$ cat src/rtl/timebase_monitor.sv
// timebase_monitor: checks that a one-cycle timebase strobe arrives every
// 2^(dividerSetting+1) clocks, measures each interval and reports lock,
// fault and missed-pulse status. All outputs are registered.
//
// Optional feature: define TIMEBASE_MONITOR_FAULT_COUNTER_EN to add the
// 8-bit saturating faultCount output (FAULT entries plus missed pulses).
//
// state   | meaning
// IDLE    | disabled or invalid setting; waiting for a valid, enabled setup
// ARMED   | waiting for the first pulse to start measuring
// ACQUIRE | measuring intervals, counting consecutive correct ones
// LOCKED  | LOCK_COUNT correct intervals seen; any error drops to FAULT
// FAULT   | lost lock; the next pulse restarts acquisition
module timebase_monitor #(
  parameter int COUNTER_WIDTH = 8,
  parameter int LOCK_COUNT    = 4
) (
  input  logic                     clockIn,
  input  logic                     reset,
  input  logic                     enable,
  input  logic [2:0]               dividerSetting,
  input  logic                     timebaseIn,
  output logic                     locked,
  output logic                     fault,
  output logic                     missedPulse,
  output logic [COUNTER_WIDTH-1:0] measuredPeriod,
`ifdef TIMEBASE_MONITOR_FAULT_COUNTER_EN
  output logic                     periodValid,
  output logic [7:0]               faultCount
`else
  output logic                     periodValid
`endif
);

  typedef enum logic [2:0] {
    S_IDLE,
    S_ARMED,
    S_ACQUIRE,
    S_LOCKED,
    S_FAULT
  } state_t;

  localparam int W = COUNTER_WIDTH;

  state_t         state_q, state_d;
  logic [W-1:0]   cnt_q, cnt_d;
  logic [3:0]     match_q, match_d;
  logic [3:0]     match_inc;
  logic [W-1:0]   meas_q, meas_d;
  logic [2:0]     setting_q;
  logic           sticky_q, sticky_d;
  logic           locked_q, locked_d;
  logic           fault_q, fault_d;
  logic           miss_q, miss_d;
  logic           pv_q, pv_d;
  logic           setting_valid;
  logic           setting_changed;
  logic           fault_entry;
  logic [W-1:0]   period_c;
  logic [W-1:0]   timeout_c;

  // Expected period and timeout threshold from the divider setting
  always_comb begin
    period_c = '0;
    case (dividerSetting)
      3'd0:    period_c = W'(2);
      3'd1:    period_c = W'(4);
      3'd2:    period_c = W'(8);
      3'd3:    period_c = W'(16);
      3'd4:    period_c = W'(32);
      default: period_c = '0;
    endcase
    timeout_c       = period_c << 1;
    setting_valid   = (dividerSetting <= 3'd4);
    setting_changed = (state_q != S_IDLE) && (dividerSetting != setting_q);
    match_inc       = match_q + 4'd1;
    // interval counter restarts at 1 on a pulse so a k-cycle gap reads k
    if (timebaseIn)
      cnt_d = W'(1);
    else if (cnt_q == {W{1'b1}})
      cnt_d = cnt_q;
    else
      cnt_d = cnt_q + W'(1);
  end

  // Next-state, measurement and status decode
  always_comb begin
    state_d  = state_q;
    match_d  = match_q;
    meas_d   = meas_q;
    sticky_d = sticky_q;
    pv_d     = 1'b0;
    miss_d   = 1'b0;

    if (!enable || !setting_valid) begin
      state_d  = S_IDLE;
      match_d  = '0;
      sticky_d = 1'b0;
    end else if (setting_changed) begin
      // retarget cleanly: no fault, no missed pulse
      state_d  = S_ARMED;
      match_d  = '0;
      sticky_d = 1'b0;
    end else begin
      case (state_q)
        S_IDLE: state_d = S_ARMED;
        S_ARMED: begin
          if (timebaseIn) begin
            state_d = S_ACQUIRE;
            match_d = '0;
          end
        end
        S_ACQUIRE: begin
          if (timebaseIn) begin
            pv_d   = 1'b1;
            meas_d = cnt_q;
            if (cnt_q == period_c) begin
              match_d = match_inc;
              if (match_inc == 4'(LOCK_COUNT)) state_d = S_LOCKED;
            end else begin
              match_d = '0;
            end
          end else if (cnt_q == timeout_c) begin
            miss_d  = 1'b1;
            state_d = S_ARMED;
            match_d = '0;
          end
        end
        S_LOCKED: begin
          if (timebaseIn) begin
            pv_d   = 1'b1;
            meas_d = cnt_q;
            if (cnt_q != period_c) state_d = S_FAULT;
          end else if (cnt_q == timeout_c) begin
            miss_d  = 1'b1;
            state_d = S_FAULT;
          end
        end
        S_FAULT: begin
          // recovery pulse is a real interval, so it counts from a cleared tally
          if (timebaseIn) begin
            pv_d   = 1'b1;
            meas_d = cnt_q;
            if (cnt_q == period_c) begin
              match_d = 4'd1;
              state_d = (LOCK_COUNT == 1) ? S_LOCKED : S_ACQUIRE;
            end else begin
              match_d = '0;
              state_d = S_ACQUIRE;
            end
          end
        end
        default: state_d = S_IDLE;
      endcase
    end

    fault_entry = (state_d == S_FAULT) && (state_q != S_FAULT);
    // fault holds through recovery until lock is regained
    if (fault_entry)          sticky_d = 1'b1;
    if (state_d == S_LOCKED)  sticky_d = 1'b0;

    locked_d = (state_d == S_LOCKED);
    fault_d  = sticky_d || (enable && !setting_valid);
  end

  // State and registered outputs
  always_ff @(posedge clockIn or negedge reset) begin
    if (!reset) begin
      state_q   <= S_IDLE;
      cnt_q     <= '0;
      match_q   <= '0;
      meas_q    <= '0;
      setting_q <= '0;
      sticky_q  <= 1'b0;
      locked_q  <= 1'b0;
      fault_q   <= 1'b0;
      miss_q    <= 1'b0;
      pv_q      <= 1'b0;
    end else begin
      state_q   <= state_d;
      cnt_q     <= cnt_d;
      match_q   <= match_d;
      meas_q    <= meas_d;
      setting_q <= dividerSetting;
      sticky_q  <= sticky_d;
      locked_q  <= locked_d;
      fault_q   <= fault_d;
      miss_q    <= miss_d;
      pv_q      <= pv_d;
    end
  end

  assign locked         = locked_q;
  assign fault          = fault_q;
  assign missedPulse    = miss_q;
  assign measuredPeriod = meas_q;
  assign periodValid    = pv_q;

`ifdef TIMEBASE_MONITOR_FAULT_COUNTER_EN
  logic [7:0] fcnt_q, fcnt_d;
  logic [8:0] fcnt_sum;

  // Saturating tally of FAULT entries and missed pulses
  always_comb begin
    fcnt_sum = {1'b0, fcnt_q} + {8'd0, fault_entry} + {8'd0, miss_d};
    if (!enable)
      fcnt_d = '0;
    else if (fcnt_sum > 9'd255)
      fcnt_d = 8'd255;
    else
      fcnt_d = fcnt_sum[7:0];
  end

  // Fault counter register
  always_ff @(posedge clockIn or negedge reset) begin
    if (!reset) fcnt_q <= '0;
    else        fcnt_q <= fcnt_d;
  end

  assign faultCount = fcnt_q;
`endif

endmodule

$ cat config.mk
export PLATFORM = sky130hd
export DESIGN_NAME = timebase_monitor
export DESIGN_NICKNAME = d
export VERILOG_FILES = /design/src/rtl/timebase_monitor.sv
export SDC_FILE = /design/constraint.sdc
export NUM_CORES = 1
export LEC_CHECK = 0
export BUFFER_PORTS_ARGS = -buffer_cell sky130_fd_sc_hd__buf_2
export CORE_ASPECT_RATIO = 1.75
export CORE_UTILIZATION = 35
export DETAILED_ROUTE_END_ITERATION = 12
export HOLD_SLACK_MARGIN = 0.08
export PLACE_DENSITY = 0.6
export SYNTH_ARGS = -nofsm -noshare
export SYNTH_HDL_FRONTEND = slang
export SYNTH_SLANG_ARGS = --single-unit
$ cat constraint.sdc
create_clock -name clockIn -period 2.53 [get_ports clockIn]
set_input_delay 0.759 -clock clockIn [delete_from_list [all_inputs] [get_ports clockIn]]
set_output_delay 0.759 -clock clockIn [all_outputs]
set_load 0.01 [all_outputs]
==> run_results.csv, run 1 <==
group,metric,value,unit
sta,rsz0062_at_grt,"false",
die,dieHeight,99,um
cells_and_area,final_nets,247,
sta,worst_pin_slew,0.6975,ns
detailed_routing,via_count,1591,
yosys,syn_inst,198,
cts,cts_buffer_depth,2,
yosys,synth_top_cell_area_share,41.22,%
die,die_area,0.005686,mm2
yosys,syn_avg_cell_area,9.504,um2
grt,grt_max_degree,32,
place,dp.cells,284,
grt,antenna_found_initial,0,
cells_and_area,area_delta_synth_final,20.68,%
sta,period_share,95.94,%
die,fp-row-count,35,
detailed_routing,ant_nets,0,
sta,fin_crit,2.427,ns
worst_setup_path,cp_slowest_stage_delay,0.33,ns
cts,cts_buffers,5,
place,port_buffers,18,
cts,clock_sinks,31,
sta,hold_viol,0,
worst_hold_path,hold_depth,1,
cts,cts_resized,0,
worst_setup_path,worstSetupPathType,"in2reg",
detailed_routing,drc,0,
pwr,switchingPower,0.3062,mW
worst_setup_path,crit_buf_inv,1,
worst_setup_path,crit_fanout,10,
sta,setup_violations,0,
yosys,synth_ff_type,"dfrtp_1",
cts,cts_setup_buffers,0,
worst_setup_path,crit_family,"compound AO/OA/AOI/OAI gates",
cts,root_buffer,"clkbuf_8",
place,dpl-instance-area,0.002183,mm2
yosys,synth.cell_area,0.001882,mm2
die,core,0.005211,mm2
status,status,"finished clean",
worst_setup_path,endpoint_kind,"flip-flop",
cells_and_area,fin_util,43.58,%
detailed_routing,avgRoutedWirePerCell,14.87,um
yosys,yosysWarnings,0,
pwr,seqPwrFrac,47.7,%
run,maxCapViolCount,0,
pwr,p_clk_share,35.3,%
grt,grt_pass1_wl,7.472,mm
yosys,yosysSeqAreaShare,41.22,%
yosys,synth_cell_type_count,50,
die,initial_core_util,36.11,%
pwr,p_leak,1.036,nW
worst_hold_path,min_path_type,"reg2reg",
detailed_routing,viasPerCell,5.467,
detailed_routing,drt-initial-drc-count,45,
yosys,synth_nets,209,
die,fp.dieW,57.43,um
sta,hold_slack,0.4982,ns
grt,grt_pass1_vias,1559,
cts,postCtsHoldBufs,0,
cts,clock_latency,0.29,ns
pwr,irDropWorstVdd,0.0002513,V
cts,cts.clk_slew.worst_paths,0.06,ns
sta,fin_skew,0.005382,ns
worst_setup_path,path_cells,"buf_2, or2_4, a2111oi_4, o221ai_2, nor4_1, o31a_1, a21boi_4, o22ai_1",
yosys,synth_edf_count,0,
cells_and_area,diodes,0,
pwr,combPwrFrac,17.0,%
yosys,yosys.area.top_type,"dfrtp_1",
pwr,power.density,494.6,mW/mm2
worst_setup_path,cp.required,2.70,ns
sta,slew_viol_final,0,
pwr,internal-power,0.8170,mW
sta,setup_tns,0,ns
cells_and_area,layoutNonFillerInstCount,291,
worst_setup_path,startpoint_type,"primary input",
die,design.portCount,19,
sta,max_freq,0.4120,GHz
yosys,ys_top_cells_by_area,"dfrtp_1 41%, mux2_2 4.8%, nor2_1 4.2%",
detailed_routing,wirelength,4.326,mm
cells_and_area,finalInstanceArea,0.002271,mm2
cells_and_area,final_layout_size_suffix_gt1_share,26.69,%
cts,htree_levels,2,
detailed_routing,first_pass_iters,4,
grt,grt.total_usage,17.29,%
worst_setup_path,cp_num_cells,8,
worst_setup_path,arrival,2.60,ns
place,place_ws,-0.1571,ns
yosys,async_flop_share,100.0,%
place,place_hpwl,3.246,mm
worst_setup_path,crit_slowest_cell,"nor4_1",
worst_setup_path,r2r_cells,8,
place,place_congestion,0.8903,
pwr,p_sw_share,27.26,%
yosys,ys_seq_elements,31,
sta,slew_headroom,53.50,%
grt,overflow,0,
pwr,p_total,1.123,mW
sta,post-route-worst-setup-slack,0.1027,ns
cts,tritoncts,"yes",
flip-flops by register name (all words and copies together) (netlist names):
name / cells
missedPulse: 1
state_q: 3
measuredPeriod: 8
fault: 1
cnt_q: 8
sticky_q: 1
match_q: 4
periodValid: 1
locked: 1
setting_q: 3
power by group through the flow:
stage               Combinational (mW)  Sequential [mW]  Clock (mW)
global placement                 0.191            0.545           0
floorplan                        0.112            0.542           0
CTS                              0.193            0.536       0.410
global route                     0.214            0.539       0.435
finish                           0.191            0.536       0.396
detailed placement               0.192            0.545           0
layer usage:
| metal | vias up | wire length, um | GRT usage [%] |
|---|---|---|---|
| li1 | 780 | - | - |
| met1 | 757 | 1743 | 20.17 |
| met2 | 41 | 2291 | 29.16 |
| met3 | 13 | 145 | 3.150 |
| met4 | 0 | 146 | 9.568 |
| met5 | - | 0 | 0 |
logic make-up (layout without fill, tap and decap cells):
kind of cell	after synthesis	after routing	synth area share (%)
fa+ha+maj	5	5	3.192
compound gates	44	44	18.55
simple gates	77	77	21.81
buf+inv	21	59	4.654
flops	31	31	41.22
mux	11	11	6.383
xor+xnor	9	9	4.189
layout by cell type, fill, tap and decap left out, types with 4 or more instances in the layout:
master and instances:
nand2_1 11, inv_1 10, o21ai_0 5, mux2_2 8, nand2b_1 10, a31oi_1 4
buf_2 18, nor2_1 21, a21oi_1 10, buf_4 23, nor3_1 4, nand3_1 9
ha_1 4, clkbuf_8 6, xnor2_1 8, dfrtp_1 31
synth_stat cells, drive strengths merged, types with 2 or more instances:
library cell  instances
nor3b                 3
o22ai                 2
buf                   2
o21ai                 5
nor3                  4
a21o                  2
inv                  10
o21a                  3
nand3                 9
xnor2                 8
nor4                  3
clkbuf                9
or3                   3
nand2                11
o31a                  2
mux2i                 3
a211oi                2
ha                    4
mux2                  8
a31oi                 4
a21oi                10
nor2                 21
dfrtp                31
nor2b                 2
a21boi                3
or4                   2
a22o                  2
nand2b               10
a32oi                 2
final cells by class:
cell class / instances / area (um2)
clock buffer: 6 / 82.58
tap: 55 / 68.82
clock inverter: 1 / 5.005
multi-input combinational: 146 / 1018
inverter: 10 / 37.54
fill: 516 / 2940
sequential: 31 / 775.7
timing repair buffer: 42 / 282.8
path summary, 6_finish.rpt:
check                                  startpoint                 to  slack, ns
worst max-delay path            dividerSetting[2]           sticky_q       0.10
worst min-delay path            measuredPeriod[2]  measuredPeriod[2]       0.50
worst max register to register         match_q[0]           sticky_q       0.25
worst min register to register  measuredPeriod[2]  measuredPeriod[2]       0.50
max in group asynchronous                   reset           cnt_q[3]       1.57
min in group asynchronous                   reset         match_q[0]       0.51
(Power assumes the default switching activity.)
==> inputs of run 2 (changes only) <==
CELL_PAD_IN_SITES_DETAIL_PLACEMENT = 0   (was not set)
CELL_PAD_IN_SITES_GLOBAL_PLACEMENT = 1   (was not set)
CORE_UTILIZATION = 49   (was 35)
PLACE_DENSITY = 0.93   (was 0.6)
clock period = 2.8 ns   (was 2.53 ns; I/O delays follow)
==> run_results.csv, run 2 (synthesis gave the netlist of run 1 again) <==
group,metric,value,unit
worst_setup_path,worstSetupPathType,"in2reg",
sta,worst_pin_slew,0.7028,ns
cells_and_area,final_nets,238,
cts,tritoncts,"yes",
grt,antenna_found_initial,0,
worst_setup_path,cp_slowest_stage_delay,0.39,ns
cells_and_area,layout_commonest_cell,"dfrtp_1",
detailed_routing,viasPerCell,5.718,
pwr,power.density,455.6,mW/mm2
worst_setup_path,startpoint_type,"primary input",
cts,clock_latency,0.28,ns
sta,fin_crit,2.564,ns
sta,rsz0062_at_grt,"false",
sta,slew_viol_final,0,
worst_setup_path,path_cells,"buf_2, or2_4, a2111oi_4, o221ai_2, buf_4, nor4_1, o31a_1, a21boi_4, o22ai_1",
cells_and_area,layoutNonFillerInstCount,273,
pwr,seqPwrFrac,48.2,%
sta,max_freq,0.3901,GHz
sta,slew_headroom,53.15,%
cells_and_area,layout_common_cells,"31 x dfrtp_1, 21 x nor2_1, 18 x buf_2",
cts,cts_resized,0,
pwr,switchingPower,0.2705,mW
cts,cts_buffers,5,
detailed_routing,ant_nets,0,
pwr,p_leak,0.9993,nW
status,status,"finished clean",
sta,setup_violations,0,
cells_and_area,diodes,0,
grt,grt_pass1_vias,1601,
grt,grt.total_usage,23.61,%
worst_setup_path,arrival,2.73,ns
cells_and_area,num-fill-cells,336,
cells_and_area,area_delta_synth_final,17.15,%
worst_setup_path,cp.required,2.96,ns
cts,clock_sinks,31,
grt,grt_max_degree,32,
detailed_routing,via_count,1561,
grt,grt_pass1_wl,7.279,mm
worst_setup_path,crit_buf_inv,2,
pwr,p_clk_share,35.0,%
place,place_hpwl,3.161,mm
cells_and_area,final_layout_size_suffix_gt1_share,23.79,%
cts,cts_buffer_depth,2,
die,design.portCount,19,
run,maxCapViolCount,0,
place,port_buffers,18,
die,fp-row-count,29,
detailed_routing,wirelength,4.243,mm
die,initial_core_util,51.35,%
worst_setup_path,endpoint_kind,"flip-flop",
detailed_routing,avgRoutedWirePerCell,15.54,um
cts,cts_setup_buffers,0,
detailed_routing,drt-initial-drc-count,24,
worst_hold_path,min_path_type,"reg2reg",
pwr,internal-power,0.7340,mW
cts,htree_levels,2,
place,dp.cells,266,
pwr,p_total,1.005,mW
sta,hold_viol,0,
die,die_area,0.004102,mm2
die,dieHeight,83.98,um
pwr,irDropWorstVdd,0.0003027,V
worst_setup_path,crit_slowest_cell,"a2111oi_4",
cts,root_buffer,"clkbuf_8",
pwr,combPwrFrac,16.7,%
die,fp.dieW,48.85,um
cts,cts.clk_slew.worst_paths,0.07,ns
pwr,p_sw_share,26.93,%
cts,postCtsHoldBufs,0,
cells_and_area,fin_util,60.16,%
place,place_congestion,0.9097,
detailed_routing,drc,0,
detailed_routing,first_pass_iters,4,
sta,period_share,91.56,%
worst_setup_path,crit_fanout,4,
die,core,0.003665,mm2
grt,overflow,0,
sta,setup_tns,0,ns
sta,fin_skew,0.006726,ns
worst_setup_path,crit_family,"compound AO/OA/AOI/OAI gates",
run 2: cell types whose count changed in the layout (fill, tap and decap cells not counted), sizes merged:
cell  delta
buf      -9
run 2: per-stage QoR:
step           hold WS [ns]  area, um2  worst slack [ns]
3_3_place_gp         0.4845       2117           0.05062
2_1_floorplan        0.4859       1882           0.06328
4_1_cts              0.5045       2205            0.2595
6_report             0.5003       2205            0.2363
3_5_place_dp         0.4900       2117          -0.03774
5_1_grt              0.5114       2205            0.1433
run 2: per-layer routing:
| layer | track usage [%] | vias to the layer above | wire length, um |
|---|---|---|---|
| li1 | - | 760 | - |
| met3 | 4.372 | 17 | 92 |
| met5 | 0 | - | 0 |
| met1 | 24.68 | 756 | 1620 |
| met2 | 40.66 | 28 | 2343 |
| met4 | 17.91 | 0 | 187 |
run 2: worst paths after layout:
kind                            cells after the start              start  slack (ns)           endpoint
min in group asynchronous                           1              reset        0.60       setting_q[0]
worst max-delay path                                9  dividerSetting[1]        0.24           sticky_q
worst min-delay path                                1  measuredPeriod[6]        0.50  measuredPeriod[6]
worst min register to register                      1  measuredPeriod[6]        0.50  measuredPeriod[6]
worst max register to register                      8         match_q[0]        0.52           sticky_q
max in group asynchronous                           1              reset        1.74  measuredPeriod[5]
run 2: final cells by class:
cell class	instances	area (um2)	area share [%]
clock buffer	6	82.58	3.746
clock inverter	1	5.005	0.2270
inverter	10	37.54	1.703
multi-input combinational	146	1018	46.20
sequential	31	775.7	35.19
tap	46	57.56	2.611
timing repair buffer	33	227.7	10.33
run 2: worst reg2reg max path, cell delays in order, from the launching register on:
cell,delay [ns]
dfrtp_1,0.45
ha_1,0.23
nand2b_1,0.15
o32ai_1,0.31
a21oi_1,0.12
or4_1,0.46
and2_4,0.16
a21boi_4,0.17
o22ai_1,0.11
run 2: power by group through the flow:
stage / clock [mW] / combinational, mW / sequential [mW]
after floorplan: 0 / 0.101 / 0.490
after global placement: 0 / 0.163 / 0.493
after detailed placement: 0 / 0.168 / 0.493
after CTS: 0.362 / 0.169 / 0.485
after global routing: 0.376 / 0.185 / 0.487
final: 0.352 / 0.168 / 0.485
